**config.mk**
```make
export PLATFORM = sky130hd
export DESIGN_NAME = pg_channel_sequencer
export DESIGN_NICKNAME = d
export VERILOG_FILES = /design/src/rtl/pg_channel_sequencer.sv
export SDC_FILE = /design/constraint.sdc
export NUM_CORES = 1
export LEC_CHECK = 0
export ABC_CLOCK_PERIOD_IN_PS = 2100
export CORE_ASPECT_RATIO = 0.6
export CORE_UTILIZATION = 51
export CTS_CLUSTER_DIAMETER = 150
export DETAILED_ROUTE_END_ITERATION = 16
export GPL_TIMING_DRIVEN = 0
export HOLD_SLACK_MARGIN = 0.1
export PLACE_DENSITY = 0.74
export SYNTH_ARGS = -nofsm -noshare
export SYNTH_HDL_FRONTEND = slang
export SYNTH_SLANG_ARGS = --single-unit
```
**constraint.sdc**
```tcl
create_clock -name i_clk -period 2.1 [get_ports i_clk]
set_input_delay 0.42 -clock i_clk [delete_from_list [all_inputs] [get_ports i_clk]]
set_output_delay 0.42 -clock i_clk [all_outputs]
set_load 0.005 [all_outputs]
```
**src/rtl/pg_channel_sequencer.sv**
```systemverilog
// Pulse-generator channel sequencer: period counter, duty pulse, double-buffered config, burst/continuous runs.
// Optional IRQ output when PG_SEQ_IRQ_EN is defined (adds i_irq_clr / o_irq).
module pg_channel_sequencer #(
  parameter int unsigned CNT_W   = 24,
  parameter int unsigned BURST_W = 16
) (
  input  logic               i_clk,
  input  logic               i_res_n,
  input  logic               i_cfg_valid,
  output logic               o_cfg_ready,
  input  logic [CNT_W-1:0]   i_cfg_period,
  input  logic [CNT_W-1:0]   i_cfg_duty,
  input  logic [BURST_W-1:0] i_cfg_burst,
  input  logic               i_start,
  input  logic               i_stop,
  output logic               o_busy,
  output logic [CNT_W-1:0]   o_cnt,
  output logic               o_pulse,
  output logic               o_period_tick,
  output logic               o_done
`ifdef PG_SEQ_IRQ_EN
  ,
  input  logic               i_irq_clr,
  output logic               o_irq
`endif
);

  typedef enum logic {IDLE, RUN} state_t;

  state_t             state;
  logic [CNT_W-1:0]   cnt;
  logic [CNT_W-1:0]   pend_period, pend_duty, act_period, act_duty;
  logic [BURST_W-1:0] pend_burst, act_burst, rem;
  logic               pend_vld, act_vld, stop_req;

  logic running, boundary, last, start_go, cfg_acc, promote;

  always_comb begin
    running  = (state == RUN);
    boundary = running && (cnt == act_period);
    // A stop arriving on the boundary cycle itself ends the run right there.
    last     = boundary && (stop_req || i_stop || (rem == BURST_W'(1)));
    start_go = (state == IDLE) && i_start && act_vld && !i_stop;
    cfg_acc  = i_cfg_valid && !pend_vld;
    promote  = pend_vld && ((state == IDLE) || boundary);
  end

  always_ff @(posedge i_clk) begin
    if (!i_res_n) begin
      state       <= IDLE;
      cnt         <= '0;
      pend_period <= '0;
      pend_duty   <= '0;
      pend_burst  <= '0;
      pend_vld    <= 1'b0;
      act_period  <= '0;
      act_duty    <= '0;
      act_burst   <= '0;
      act_vld     <= 1'b0;
      rem         <= '0;
      stop_req    <= 1'b0;
    end else begin
      if (cfg_acc) begin
        pend_period <= i_cfg_period;
        pend_duty   <= i_cfg_duty;
        pend_burst  <= i_cfg_burst;
        pend_vld    <= 1'b1;
      end
      if (promote) begin
        act_period <= pend_period;
        act_duty   <= pend_duty;
        act_burst  <= pend_burst;
        act_vld    <= 1'b1;
        pend_vld   <= 1'b0;
      end
      case (state)
        IDLE: begin
          if (start_go) begin
            state    <= RUN;
            cnt      <= '0;
            rem      <= act_burst;
            stop_req <= 1'b0;
          end
        end
        RUN: begin
          if (boundary) begin
            cnt <= '0;
            if (last) begin
              state    <= IDLE;
              stop_req <= 1'b0;
            end else if (rem != '0) begin
              rem <= rem - BURST_W'(1);
            end
          end else begin
            cnt <= cnt + CNT_W'(1);
            if (i_stop) stop_req <= 1'b1;
          end
        end
        default: state <= IDLE;
      endcase
    end
  end

`ifdef PG_SEQ_IRQ_EN
  always_ff @(posedge i_clk) begin
    if (!i_res_n)       o_irq <= 1'b0;
    else if (last)      o_irq <= 1'b1;
    else if (i_irq_clr) o_irq <= 1'b0;
  end
`endif

  assign o_cfg_ready   = !pend_vld;
  assign o_busy        = running;
  assign o_cnt         = cnt;
  assign o_pulse       = running && (cnt < act_duty);
  assign o_period_tick = boundary;
  assign o_done        = last;

endmodule

```
# Word level (Yosys, flattened, before mapping)
# Index checks and enable logic that the tools add are counted.
[op_classes]
addsub = 2
order_cmp = 1
n_eq_ne = 8
muxes = 17
n_bitwise = 2
n_reduce_logical = 17
[op_table]
columns = ["operator", "count"]
rows = [
  ["$mux 16", 4],
  ["$mux 24", 2],
  ["$pmux 24 s2", 1],
  ["$pmux 16 s2", 1],
  ["$add 24x1->24 const B", 1],
  ["$eq 24x24->1", 1],
  ["$lt 24x24->1", 1],
  ["$eq 16x1->1 const B", 1],
  ["$reduce_bool 16->1", 1],
  ["$sub 16x1->16 const B", 1],
  ["$logic_and 1x1->1", 8],
  ["$mux 1", 7],
  ["$ne 2x2->1 const B", 3],
  ["$ne 3x3->1 const B", 2],
  ["$pmux 1 s2", 2],
  ["$reduce_and 4->1", 1],
  ["$logic_or 1x1->1", 3],
  ["$reduce_and 3->1", 1],
  ["$logic_not 1->1", 2],
  ["$ne 2x1->1 const B", 1],
  ["$not 1->1", 2],
  ["$reduce_or 2->1", 1],
]
[totals]
register_bits = 172
in_bits = 69
output_inout_bits = 29

# Logic depth before layout (Yosys ltp)
# Gate-level depths: netlist of the first run.
[logic_depth]
ltp_word = 6
depth_mapped = 8
mapped_depth_nobuf = 8

# Worst setup path after synthesis of the first run
# Ideal clock, no wire load.
[synth_path]
path_kind = "register -> output"
start = "register cnt[17] (netlist: o_cnt[17])"
end = "output port o_pulse"
arrival_ns = 1.903
setup_slack_ns = -0.223
stages_incl_launch_ff = 8
path_cell_list = "dfxtp_1 -> ha_1 -> a21o_1 -> a21o_1 -> a211o_1 -> o211ai_1 -> a21oi_1 -> a2111oi_0"
[synth_via]
elab_chain_len = 2
[synth_rtl]
columns = ["element", "line", "source"]
rows = [
  ["start: declaration", "31", "logic [CNT_W-1:0] cnt;"],
  ["start signal: assignment", "95", "cnt <= cnt + CNT_W'(1);"],
  ["$lt 24x24->1", "115", "assign o_pulse = running && (cnt < act_duty);"],
  ["$logic_and 1x1->1", "115", ""],
  ["end: declaration", "18", "output logic o_pulse,"],
]
# No other way between the ends.

# Worst setup path after layout of the first run
[layout_path]
start = "register cnt[9] (netlist: o_cnt[9])"
end = "output port o_pulse"
# The elaborated chain is that of the path after synthesis.

==> impl_metrics.toml, run 1 <==
[synth]
netlist_instances = 992
synth.ff_latch_count = 172
synth_common_cells = "291 x nand2_1, 172 x dfxtp_1, 82 x a21oi_1, 65 x mux2i_1, 43 x clkbuf_1"
synth_top_area_share_pct = 42.42
yosysWarnings = 0
synth_edf_count = 0
synth_flop_cell = "dfxtp_1"
synthDistinctLibCells = 64
syn_nets = 1088
synth_area_per_cell_um2 = 8.183
ys_seq_area_share_pct = 42.42
postSynth.asyncResetShare_pct = 0
synth_top_area_cell = "dfxtp_1"
synthTopCellsByArea = "dfxtp_1 42%, nand2_1 13%, mux2i_1 8.0%"
synthesis.area_um2 = 8118
yosysMostFrequentCell = "nand2_1"

[cts]
path_clk_slew_ns = 0.08
cts_root_buf = "clkbuf_16"
cts_tree = "yes"
cts_buffer_depth = 2
clock_latency_ns = 0.44
hold_buffers = 0
h-tree-depth = 4
cts.sinks = 172
cts_buffers = 17

[setup_path]
r2r_slack_ns = -0.33
crit_chain = "ha_4 -> a211oi_4 -> o21bai_1 -> a211oi_2 -> o21a_1 -> o41ai_4 -> a2111oi_4 -> buf_2"
slowest_delay_ns = 0.39
r2r_end = "act_period[8]"
critPathTopFamily = "compound AO/OA/AOI/OAI gates"
cp.depth = 8
path_max_fanout = 2
crit_type = "flop to output pin"
cp-startpoint = "o_cnt[9]"
ff2ff_path_depth = 12
cp-start-kind = "flop"
crit-reg2reg-launch = "o_cnt[11]"
endpoint_kind = "output pin"
crit_path_end = "o_pulse"
critPathSlowestCell = "a2111oi_4"
crit_arrival_ns = 2.51
crit_buf_inv = 1
required_ns = 1.68

[finish]
layout.nets = 1271
drive_gt1_share_pct = 20.54
syn_to_final_growth_pct = 41.89
fillers = 1092
diodes = 0

[floorplanning]
die_h_um = 99.73
die_w_um = 164.9
die_area_um2 = 16440
core_area_um2 = 15460
initial_utilization_pct = 52.51
io_pins = 98
rows = 35

[global_route]
antenna_found_initial = 0
gr-total-overflow = 0
first_global_vias = 7855
grt_usage_pct = 35.98
grt_pass1_wl_mm = 44.29
grt_max_degree = 19

[power]
p_switching_mw = 2.284
p_int_mw = 5.631
pwr-share-seq_pct = 43.2
leakagePower_nw = 4.277
netSwitchingFraction_pct = 28.86
comb_power_share_pct = 15.1
power_density_nw_per_um2 = 687.2
irDropWorstVdd_mv = 0.5463
power.share.clock_pct = 41.7

[timing]
fin_tns_setup_ns = -21.45
slew_headroom_pct = 25.36
fin_crit_sh_pct = 139.7
finClkSkew_ns = 0.01137
fin_crit_ns = 2.933
setup_viol = 102
worst_slack_ns = -0.8335
maxSlewViolCount = 0
worst_pin_slew_ns = 1.111
max_freq_mhz = 340.9
hold_slack_ns = 0.4551
hold_violations = 0
rsz0062_at_grt = "yes"

[status]
outcome = "finished, violations left"
violations = "setup timing"

[drt]
ant_nets = 0
viasPerCell = 5.971
routed_wirelength_mm = 29.50
drc_errors = 0
via_count = 8306
drtIter0Drc = 1093
firstDrtPassIters = 8
routedWlPerCell_um = 21.21

[place]
port_buffers = 96
gp_congestion = 0.9440
place_hpwl_mm = 18.11

[min_path]
hold_class = "flop to flop"

[flow_run]
maxCapViolCount = 0
## cell families after synthesis
family	count (synthesis)	share of synthesized area (%)
simple gates	422	23.12
compound gates	181	13.83
flops	172	42.42
buf+inv	92	4.839
mux	67	8.292
xor+xnor	31	3.345
fa+ha+maj	27	4.161
## worst reg2reg max path: stages, from the launching register on
cell and delay, ns:
dfxtp_4 0.43, buf_6 0.13, xnor2_2 0.10, nand4_1 0.17, nor4_4 0.31, buf_4 0.17, nand2_4 0.06, buf_6 0.14
a21oi_4 0.21, buf_6 0.15, buf_16 0.13, buf_8 0.13, mux2i_1 0.23
## cell type report
class | count | area [um^2] | area share [%]
Clock buffer | 18 | 429.2 | 3.726
Buffer | 57 | 404.1 | 3.509
Sequential cell | 172 | 3517 | 30.53
Multi-Input combinational cell | 728 | 4833 | 41.96
Inverter | 32 | 120.1 | 1.043
Tap cell | 203 | 254.0 | 2.205
Clock inverter | 14 | 171.4 | 1.488
Timing Repair Buffer | 167 | 1789 | 15.53
## how the worst min path moves through the flow
stage,from,to,slack [ns],cells past startpoint
after CTS,pend_period[22],pend_period[22],0.46,2
after global placement,act_duty[2],act_duty[2],0.44,2
final,pend_duty[10],act_duty[10],0.46,2
after detailed placement,pend_period[22],pend_period[22],0.45,2
after global routing,pend_burst[13],pend_burst[13],0.47,2
after floorplan,act_burst[15],act_burst[15],0.43,2
## sequential cells by signal (all words and copies together) (netlist names)
name and count:
act_duty 24, act_period 24, o_cnt 24, pend_duty 24
pend_period 24, act_burst 16, pend_burst 16, rem 16
act_vld 1, o_busy 1, pend_vld 1, stop_req 1
## metal layers
metal	vias up	wire length (um)	track usage, %
li1	3779	-	-
met1	3911	12860	50.96
met2	516	12100	51.78
met3	100	3529	10.88
met4	0	1006	11.57
met5	-	0	0
## timing repair
action,CTS,global route
endpoints found under the setup margin,121,111
pin swaps,58,20
gates resized for setup,183,58
cloned,10,0
endpoints found under the hold margin,0,0
buffers inserted,45,23
## cells in the final DEF, fill, tap and decap left out, types with 6 or more instances in the layout
master / count
nor4_4: 6
xnor2_2: 6
o21ai_1: 7
nor3_2: 7
mux2i_1: 63
buf_4: 36
clkbuf_1: 34
dfxtp_4: 15
o21ai_0: 9
nand2_1: 291
xnor2_1: 20
buf_16: 7
clkdlybuf4s50_1: 93
clkbuf_16: 19
buf_12: 13
ha_4: 6
dfxtp_1: 143
a21oi_1: 78
inv_8: 6
a21o_1: 11
clkbuf_2: 6
nand4_1: 14
o211ai_1: 6
a211oi_2: 6
buf_6: 20
dfxtp_2: 14
inv_1: 30
nand3_1: 14
ha_1: 21
and3_1: 7
nor3_1: 8
nor2_1: 24
o21ai_2: 14
## power by group through the flow
stage	Sequential, mW	Combinational [mW]	Clock (mW)
after global placement	3.50	0.764	0
after CTS	3.42	1.11	3.24
after detailed placement	3.51	0.772	0
after floorplan	3.48	0.469	0
after global routing	3.43	1.26	3.43
final	3.42	1.20	3.30
## per-stage QoR
step	utilization [%]	std cells	total power [mW]	area, um^2	setup WS, ns
final	74.51	1391	7.915	11520	-0.8335
after global routing	74.51	1391	8.113	11520	-0.8912
after detailed placement	60.48	1291	4.278	9349	-1.214
after floorplan	-	992	3.950	8134	-0.07874
after global placement	60.48	1291	4.267	9349	-1.191
after CTS	72.34	1377	7.768	11180	-0.7409
(Power assumes the default switching activity.)
==> run 2, diff against run 1 <==
Settings changed: ABC_CLOCK_PERIOD_IN_PS 2100 to 2720, CORE_UTILIZATION 51 to 56, PLACE_DENSITY 0.74 to 0.77.
Clock period 2.1 ns to 2.72 ns, I/O delays scaled along.
==> impl_metrics.toml, run 2 (synthesis gave the netlist of run 1 again) <==
[floorplanning]
io_pins = 98
die_area_um2 = 15000
initial_utilization_pct = 58.34
core_area_um2 = 13910
rows = 33
die_w_um = 157.4
die_h_um = 95.26

[setup_path]
required_ns = 2.18
crit_arrival_ns = 2.37
path_max_fanout = 2
endpoint_kind = "output pin"
crit_type = "flop to output pin"
cp-start-kind = "flop"

[drt]
routedWlPerCell_um = 19.00
ant_nets = 0
via_count = 7730
firstDrtPassIters = 5
drc_errors = 0
viasPerCell = 5.803
routed_wirelength_mm = 25.31
drtIter0Drc = 772

[timing]
maxSlewViolCount = 0
fin_crit_ns = 2.918
hold_slack_ns = 0.4576
finClkSkew_ns = 0.01653
setup_viol = 2
slew_headroom_pct = 27.70
worst_pin_slew_ns = 1.076
max_freq_mhz = 342.7
worst_slack_ns = -0.1982
hold_violations = 0
rsz0062_at_grt = "yes"
fin_crit_sh_pct = 107.3

[cts]
clock_latency_ns = 0.44
cts_tree = "yes"
path_clk_slew_ns = 0.08
cts.sinks = 172
cts_buffer_depth = 2
cts_buffers = 17
hold_buffers = 0
cts_root_buf = "clkbuf_16"
h-tree-depth = 4

[finish]
layout.nets = 1223
layout_common_cells = "291 x nand2_1, 143 x dfxtp_1, 93 x clkdlybuf4s50_1, 82 x a21oi_1, 65 x mux2i_1"
drive_gt1_share_pct = 11.05
fin_cells = 1332
layout_commonest_cell = "nand2_1"
syn_to_final_growth_pct = 26.74
fillers = 1080
diodes = 0

[global_route]
grt_pass1_wl_mm = 39.00
antenna_found_initial = 0
grt_max_degree = 20
grt_usage_pct = 34.93
gr-total-overflow = 0
first_global_vias = 6988

[power]
irDropWorstVdd_mv = 0.2927
leakagePower_nw = 3.772
power_density_nw_per_um2 = 560.6

[min_path]
hold_class = "flop to flop"

[status]
outcome = "finished, violations left"
violations = "setup timing"

[place]
gp_congestion = 0.9279
dp.cells = 1280
port_buffers = 96
place_hpwl_mm = 17.82

[flow_run]
maxCapViolCount = 0
[run 2: what timing repair did]
action | in CTS | in global routing
endpoints found under the setup margin | 52 | 12
pin swaps | 16 | 4
gates resized for setup | 70 | 10
buffers inserted | 17 | 4
[run 2: area by class of cell]
| cell class | count | area (um^2) | share of cell area (%) |
|---|---|---|---|
| Sequential cell | 172 | 3515 | 34.16 |
| Tap cell | 192 | 240.2 | 2.335 |
| Inverter | 32 | 120.1 | 1.167 |
| Buffer | 59 | 276.5 | 2.688 |
| Multi-Input combinational cell | 728 | 4413 | 42.89 |
| Clock inverter | 14 | 175.2 | 1.703 |
| Clock buffer | 18 | 429.2 | 4.171 |
| Timing Repair Buffer | 117 | 1120 | 10.88 |
[run 2: path summary, 6_finish.rpt]
path | cells after the start | start | slack [ns] | end
hold reg to reg | 2 | pend_burst[12] | 0.46 | pend_burst[12]
setup / recovery | 7 | rem[8] | -0.20 | o_done
hold / removal | 2 | pend_burst[12] | 0.46 | pend_burst[12]
setup reg to reg | 10 | o_cnt[23] | 0.20 | act_period[3]
[run 2: routing by layer]
layer  vias to the layer above  track usage, %  part of all wire (%)  wire length, um
met5                         -               0                     0                0
met4                         0           9.709                   1.7              423
met3                        44           10.36                    12             3028
met2                       418           47.49                    39             9980
met1                      3589           52.31                    47            11880
li1                       3679               -                     -                -
[run 2: critical path, stage by stage (launching register included)]
cell and delay, ns:
dfxtp_2 0.33, or4_4 0.53, buf_6 0.13, or4_4 0.42, nor2_2 0.09, o211ai_1 0.11, nor2_1 0.18, buf_2 0.16
[run 2: power breakdown]
part / total [mW] / internal, mW / switching (mW) / leakage, nW
clock network: 2.47 / 1.25 / 1.22 / 0.292
logic: 0.661 / 0.273 / 0.388 / 2.06
registers: 2.64 / 2.58 / 0.0566 / 1.42
[run 2: stage by stage]
stage	util, %	total power [mW]	setup WS, ns	TNS (ns)	cell area (um^2)
6_report	73.94	5.768	-0.1982	-0.3931	10290
5_1_grt	73.94	5.945	-0.2872	-0.5761	10290
4_1_cts	73.37	5.739	-0.2380	-0.4654	10210
3_5_place_dp	66.97	3.302	-0.8741	-2.204	9319
3_3_place_gp	66.97	3.296	-0.8783	-3.195	9319
2_1_floorplan	-	3.047	0.2733	0	8118
